$ cat config.mk
export PLATFORM = sky130hd
export DESIGN_NAME = video_timing_gen
export DESIGN_NICKNAME = d
export VERILOG_FILES = /design/src/rtl/video_timing_pkg.sv /design/src/rtl/video_pattern_gen.sv /design/src/rtl/video_timing_gen.sv
export SDC_FILE = /design/constraint.sdc
export NUM_CORES = 1
export LEC_CHECK = 0
export ABC_AREA = 1
export BUFFER_PORTS_ARGS = -buffer_cell sky130_fd_sc_hd__buf_2
export CORE_MARGIN = 3
export CORE_UTILIZATION = 45
export DETAILED_ROUTE_END_ITERATION = 8
export SLEW_MARGIN = 20
export SYNTH_ARGS = -nofsm -noshare
export SYNTH_HDL_FRONTEND = slang
export SYNTH_SLANG_ARGS = --single-unit
$ cat constraint.sdc
create_clock -name hdmi_clk -period 3.42 [get_ports hdmi_clk]
set_input_delay 0.684 -clock hdmi_clk [delete_from_list [all_inputs] [get_ports hdmi_clk]]
set_output_delay 0.684 -clock hdmi_clk [all_outputs]
set_load 0.01 [all_outputs]
$ cat src/rtl/video_timing_pkg.sv
// video_timing_pkg: default 640x480@60 timing, pattern encodings and colour-bar palette.
// Rev 1.0
`default_nettype none

package video_timing_pkg;

  localparam int DEF_H_ACTIVE = 640;
  localparam int DEF_H_FP     = 16;
  localparam int DEF_H_SYNC   = 96;
  localparam int DEF_H_BP     = 48;
  localparam int DEF_V_ACTIVE = 480;
  localparam int DEF_V_FP     = 10;
  localparam int DEF_V_SYNC   = 2;
  localparam int DEF_V_BP     = 33;

  typedef enum logic [1:0] {
    PAT_BARS  = 2'd0,
    PAT_WHITE = 2'd1,
    PAT_RAMP  = 2'd2,
    PAT_BLACK = 2'd3
  } pattern_t;

  // Bar palette, 24-bit RGB with red in the top byte.
  localparam logic [23:0] BAR_WHITE   = 24'hFFFFFF;
  localparam logic [23:0] BAR_YELLOW  = 24'hFFFF00;
  localparam logic [23:0] BAR_CYAN    = 24'h00FFFF;
  localparam logic [23:0] BAR_GREEN   = 24'h00FF00;
  localparam logic [23:0] BAR_MAGENTA = 24'hFF00FF;
  localparam logic [23:0] BAR_RED     = 24'hFF0000;
  localparam logic [23:0] BAR_BLUE    = 24'h0000FF;
  localparam logic [23:0] BAR_BLACK   = 24'h000000;

  // Index 8 and above covers the leftover pixels right of the last bar.
  function automatic logic [23:0] bar_color(input logic [3:0] idx);
    case (idx)
      4'd0:    return BAR_WHITE;
      4'd1:    return BAR_YELLOW;
      4'd2:    return BAR_CYAN;
      4'd3:    return BAR_GREEN;
      4'd4:    return BAR_MAGENTA;
      4'd5:    return BAR_RED;
      4'd6:    return BAR_BLUE;
      default: return BAR_BLACK;
    endcase
  endfunction

endpackage

`default_nettype wire

$ cat src/rtl/video_pattern_gen.sv
// video_pattern_gen: combinational test-pattern colour for the current pixel.
// Rev 1.0
`default_nettype none

module video_pattern_gen
  import video_timing_pkg::*;
(
  input  logic [7:0] x,
  input  logic [3:0] bar_idx,
  input  pattern_t   pattern,
  output logic [7:0] red,
  output logic [7:0] green,
  output logic [7:0] blue
);

  logic [23:0] rgb;

  always_comb begin
    rgb = '0;
    case (pattern)
      PAT_BARS:  rgb = bar_color(bar_idx);
      PAT_WHITE: rgb = 24'hFFFFFF;
      PAT_RAMP:  rgb = {x, x, x};
      PAT_BLACK: rgb = '0;
      default:   rgb = '0;
    endcase
  end

  assign {red, green, blue} = rgb;

endmodule

`default_nettype wire

$ cat src/rtl/video_timing_gen.sv
// video_timing_gen: raster counters, sync decode and registered pixel outputs for the TMDS encoder.
// Rev 1.0
`default_nettype none

module video_timing_gen
  import video_timing_pkg::*;
#(
  parameter int H_ACTIVE = DEF_H_ACTIVE,
  parameter int H_FP     = DEF_H_FP,
  parameter int H_SYNC   = DEF_H_SYNC,
  parameter int H_BP     = DEF_H_BP,
  parameter int V_ACTIVE = DEF_V_ACTIVE,
  parameter int V_FP     = DEF_V_FP,
  parameter int V_SYNC   = DEF_V_SYNC,
  parameter int V_BP     = DEF_V_BP,
  parameter bit HS_POL   = 1'b0,
  parameter bit VS_POL   = 1'b0
) (
  input  logic        hdmi_clk,
  input  logic        reset,
  input  logic [1:0]  pattern_sel,
  output logic        data_en,
  output logic        hsync,
  output logic        vsync,
  output logic [11:0] x,
  output logic [11:0] y,
  output logic        frame_start,
  output logic [7:0]  tmds_0,
  output logic [7:0]  tmds_1,
  output logic [7:0]  tmds_2
);

  localparam logic [11:0] H_ACT    = 12'(H_ACTIVE);
  localparam logic [11:0] H_SYNC_S = 12'(H_ACTIVE + H_FP);
  localparam logic [11:0] H_SYNC_E = 12'(H_ACTIVE + H_FP + H_SYNC);
  localparam logic [11:0] H_LAST   = 12'(H_ACTIVE + H_FP + H_SYNC + H_BP - 1);
  localparam logic [11:0] V_ACT    = 12'(V_ACTIVE);
  localparam logic [11:0] V_SYNC_S = 12'(V_ACTIVE + V_FP);
  localparam logic [11:0] V_SYNC_E = 12'(V_ACTIVE + V_FP + V_SYNC);
  localparam logic [11:0] V_LAST   = 12'(V_ACTIVE + V_FP + V_SYNC + V_BP - 1);
  localparam logic [11:0] BAR_LAST = 12'(H_ACTIVE / 8 - 1);

  logic [11:0] h_cnt;
  logic [11:0] v_cnt;
  logic [11:0] bar_cnt;
  logic [3:0]  bar_idx;
  pattern_t    pat_q;
  pattern_t    pat_cur;
  logic        h_wrap;
  logic        v_wrap;
  logic        frame_top;
  logic        active;
  logic        hs_on;
  logic        vs_on;
  logic [7:0]  red;
  logic [7:0]  green;
  logic [7:0]  blue;

  assign h_wrap    = (h_cnt == H_LAST);
  assign v_wrap    = (v_cnt == V_LAST);
  assign frame_top = (h_cnt == '0) && (v_cnt == '0);
  assign active    = (h_cnt < H_ACT) && (v_cnt < V_ACT);
  assign hs_on     = (h_cnt >= H_SYNC_S) && (h_cnt < H_SYNC_E);
  assign vs_on     = (v_cnt >= V_SYNC_S) && (v_cnt < V_SYNC_E);

  // Pixel (0,0) already belongs to the new frame, so it uses the value being captured.
  assign pat_cur = frame_top ? pattern_t'(pattern_sel) : pat_q;

  video_pattern_gen u_pattern (
    .x       (h_cnt[7:0]),
    .bar_idx (bar_idx),
    .pattern (pat_cur),
    .red     (red),
    .green   (green),
    .blue    (blue)
  );

  always_ff @(posedge hdmi_clk or posedge reset) begin
    if (reset) begin
      h_cnt   <= '0;
      v_cnt   <= '0;
      bar_cnt <= '0;
      bar_idx <= '0;
      pat_q   <= PAT_BARS;
    end else begin
      h_cnt <= h_wrap ? '0 : h_cnt + 12'd1;
      if (h_wrap) begin
        v_cnt <= v_wrap ? '0 : v_cnt + 12'd1;
      end
      if (frame_top) begin
        pat_q <= pattern_t'(pattern_sel);
      end
      // Bar index tracks h_cnt without a divider; it saturates at 8 (black filler).
      if (h_wrap) begin
        bar_cnt <= '0;
        bar_idx <= '0;
      end else if (bar_cnt == BAR_LAST) begin
        bar_cnt <= '0;
        if (bar_idx != 4'd8) begin
          bar_idx <= bar_idx + 4'd1;
        end
      end else begin
        bar_cnt <= bar_cnt + 12'd1;
      end
    end
  end

  always_ff @(posedge hdmi_clk or posedge reset) begin
    if (reset) begin
      data_en     <= 1'b0;
      hsync       <= ~HS_POL;
      vsync       <= ~VS_POL;
      x           <= '0;
      y           <= '0;
      frame_start <= 1'b0;
      tmds_0      <= '0;
      tmds_1      <= '0;
      tmds_2      <= '0;
    end else begin
      data_en     <= active;
      hsync       <= hs_on ? HS_POL : ~HS_POL;
      vsync       <= vs_on ? VS_POL : ~VS_POL;
      x           <= active ? h_cnt : '0;
      y           <= active ? v_cnt : '0;
      frame_start <= frame_top;
      tmds_0      <= active ? blue  : '0;
      tmds_1      <= active ? green : '0;
      tmds_2      <= active ? red   : '0;
    end
  end

endmodule

`default_nettype wire

==> flow_summary.toml <==
[run_status]
status = "complete, no violations"

[floorplan]
die_w_um = 105
rows = 35
core-area_mm2 = 0.00937
start_util_pct = 47.0
pin_count = 56
die_h_um = 105
die_area_mm2 = 0.0110

[global_routing]
grt_pass1_wl_um = 14500
antenna_found_initial = 0
grt_overflow = 0
grt_util_all_layers_pct = 16.2
grt_max_degree = 62
grt_pass1_vias = 3116

[worst_setup_path]
end_kind = "flip-flop"
reg2reg_slack_ps = 1090
cpMostUsedCell = "inv_1"
required_ps = 3640
r2r-start = "h_cnt[0]$_DFF_PP0_"
setup.worst_path.start_class = "flip-flop"
critical-path-slowest-cell = "inv_1"
critical-path-max-stage-delay_ps = 580
crit_type = "reg -> reg"
worstPathArrival_ps = 2550
path_max_fanout = 12
path_delay_family = "buffers and inverters"
reg2regPathDepth = 6
crit_buf_inv = 2
rr_endpoint = "v_cnt[1]$_DFFE_PP0N_"
crit_chain = "ha_1 -> nand3_1 -> inv_1 -> nand4_1 -> inv_1 -> o21ai_0"

[yosys]
synth-main-ff-cell = "dfrtp_1"
synth_top_cell_by_area = "dfrtp_1"
synth_cell_types = 41
netlist_top_cells_area = "dfrtp_1 (52%), inv_1 (7.2%), nand2_1 (6.3%)"
syn_area_mm2 = 0.00440
synthCells = 492
yosys-top-cells-count = "dfrtp_1 (92), inv_1 (84), nand2_1 (74)"
synth_seq_cells = 94
synth_edf_count = 0
syn_area_per_cell_um2 = 8.95
synth_most_common_cell = "dfrtp_1"
synth_top_area_share_pct = 52.3
synth_seq_area_share_pct = 53.5
yosysWarnings = 0
async_flop_share_pct = 100

[routing]
dr.pass1.iters = 6
ant_nets = 0
vias = 3270
viasPerCell = 4.76
drc = 0
wire_per_inst_um = 12.4
wirelength_um = 8550
initialDrtViolationCount = 142

[power_and_ir_drop]
internal-power_mw = 1.55
total_power_mw = 2.04
clockPowerShare_pct = 38.2
max-vdd-ir-drop_uv = 175
switching_share_pct = 24.2
p_leak_nw = 2.72
power_density_mw_per_mm2 = 406
seqPwrFrac_pct = 56.0
p_switching_uw = 492
power_frac_comb_pct = 5.8

[placement]
post-place-cells = 670
postPlaceCellArea_mm2 = 0.00480
finalWeightedCongestion = 0.918
dp_hpwl_um = 6280
port_buffers = 55

[final_layout]
layout-drive-gt1-share_pct = 19.9
layout.nets = 566
antennaDiodeCount = 0
stdcell_count = 687
fin_area_mm2 = 0.00502
syn_to_final_growth_pct = 14.1

[cts]
htreeDepth = 3
clock-sinks = 94
post-cts-setup-buffer-count = 0
ctsRootBufferMaster = "clkbuf_8"
numCtsBuffers = 9
cts_resized = 0
path_clk_slew_ps = 100
cts_tree = "done"
clockBufferDepth = 2
holdBufCountCts = 0
insertion_delay_ps = 360

[sta]
hold_viol_final = 0
slew_violations = 0
fin_crit_sh_pct = 68.2
fmaxAchievable_mhz = 429
setup_viol = 0
rsz0062_at_grt = "no"
final.min_clock_period_ps = 2330
maxSlewHeadroom_pct = 61.2
fin_setup_tns_ps = 0
worst_slew_pin_slew_ps = 582
finalClockSkew_ps = 11.4

[worst_hold_path]
hold_path.class = "in -> async"

[job]
drv_cap = 0
## through the flow
stage	hold slack (ps)	util (%)	worst slack [ps]
2_1_floorplan	433	-	291
5_1_grt	391	53.6	881
6_report	357	53.6	1090
3_5_place_dp	454	51.2	994
4_1_cts	365	53.5	990
3_3_place_gp	454	51.2	1140
## worst reg2reg max path, delay by kind of cell (launching register included)
family	cells	cell delay, ps
buf+inv	2	760
fa+ha+maj	1	220
flops	1	450
compound gates	1	180
simple gates	2	600
## cell usage in the layout, fill, tap and decap left out, drive strengths merged, types with 10 or more instances in the layout
| cell | count |
|---|---|
| nor3 | 13 |
| nor2 | 69 |
| o21ai | 14 |
| inv | 93 |
| nand3 | 60 |
| clkbuf | 10 |
| nand2 | 80 |
| buf | 57 |
| dfrtp | 92 |
| xor2 | 15 |
## state kept, by name, indices dropped and copies added, names as in the netlist
register and count:
data_en 1, bar_cnt 12, frame_start 1, v_cnt 12, tmds_2 8, x 12
bar_idx 4, tmds_1 8, y 12, vsync 1, hsync 1, pat_q 2
tmds_0 8, h_cnt 12
## power groups by stage
stage	Combinational [mW]	Sequential (mW)	Clock (mW)
2_1_floorplan	0.0663	1.18	0
3_3_place_gp	0.122	1.16	0
3_5_place_dp	0.123	1.16	0
4_1_cts	0.123	1.14	0.799
5_1_grt	0.136	1.15	0.851
6_report	0.119	1.14	0.778
## cells by family after synthesis
family | after synthesis | share of synthesized area, %
simple gates | 241 | 27.4
buf+inv | 102 | 9.52
flops | 94 | 53.5
compound gates | 28 | 3.55
xor+xnor | 17 | 3.38
fa+ha+maj | 9 | 2.56
other cells | 1 | 0.0851
## layer usage
layer | global-route usage [%] | share of wire (%) | up-vias | routed length, um
li1 | - | - | 1646 | -
met1 | 21.6 | 46 | 1524 | 3920
met2 | 26.3 | 48 | 86 | 4090
met3 | 2.78 | 4.2 | 14 | 359
met4 | 6.47 | 2.2 | 0 | 184
met5 | 0 | 0 | - | 0
## layout make-up
cell class | count | area (um2)
clock buffer | 10 | 138
clock inverter | 6 | 73.8
fill | 895 | 4350
inverter | 91 | 345
multi-input combinational | 300 | 1650
sequential | 94 | 2350
tap | 129 | 161
timing repair buffer | 57 | 307
## worst max-delay path by stage
stage	slack, ps	cells past startpoint	start	endpoint
after floorplan	290	1	reset	bar_cnt[0]$_DFF_PP0_
after global placement	1140	6	h_cnt[0]$_DFF_PP0_	v_cnt[1]$_DFFE_PP0N_
after detailed placement	990	5	v_cnt[11]$_DFFE_PP0N_	y[8]$_DFF_PP0_
after CTS	990	5	v_cnt[11]$_DFFE_PP0N_	y[8]$_DFF_PP0_
after global routing	880	6	h_cnt[0]$_DFF_PP0_	v_cnt[1]$_DFFE_PP0N_
final	1090	6	h_cnt[0]$_DFF_PP0_	v_cnt[1]$_DFFE_PP0N_
Note: power is estimated with default switching activity, not from simulation.
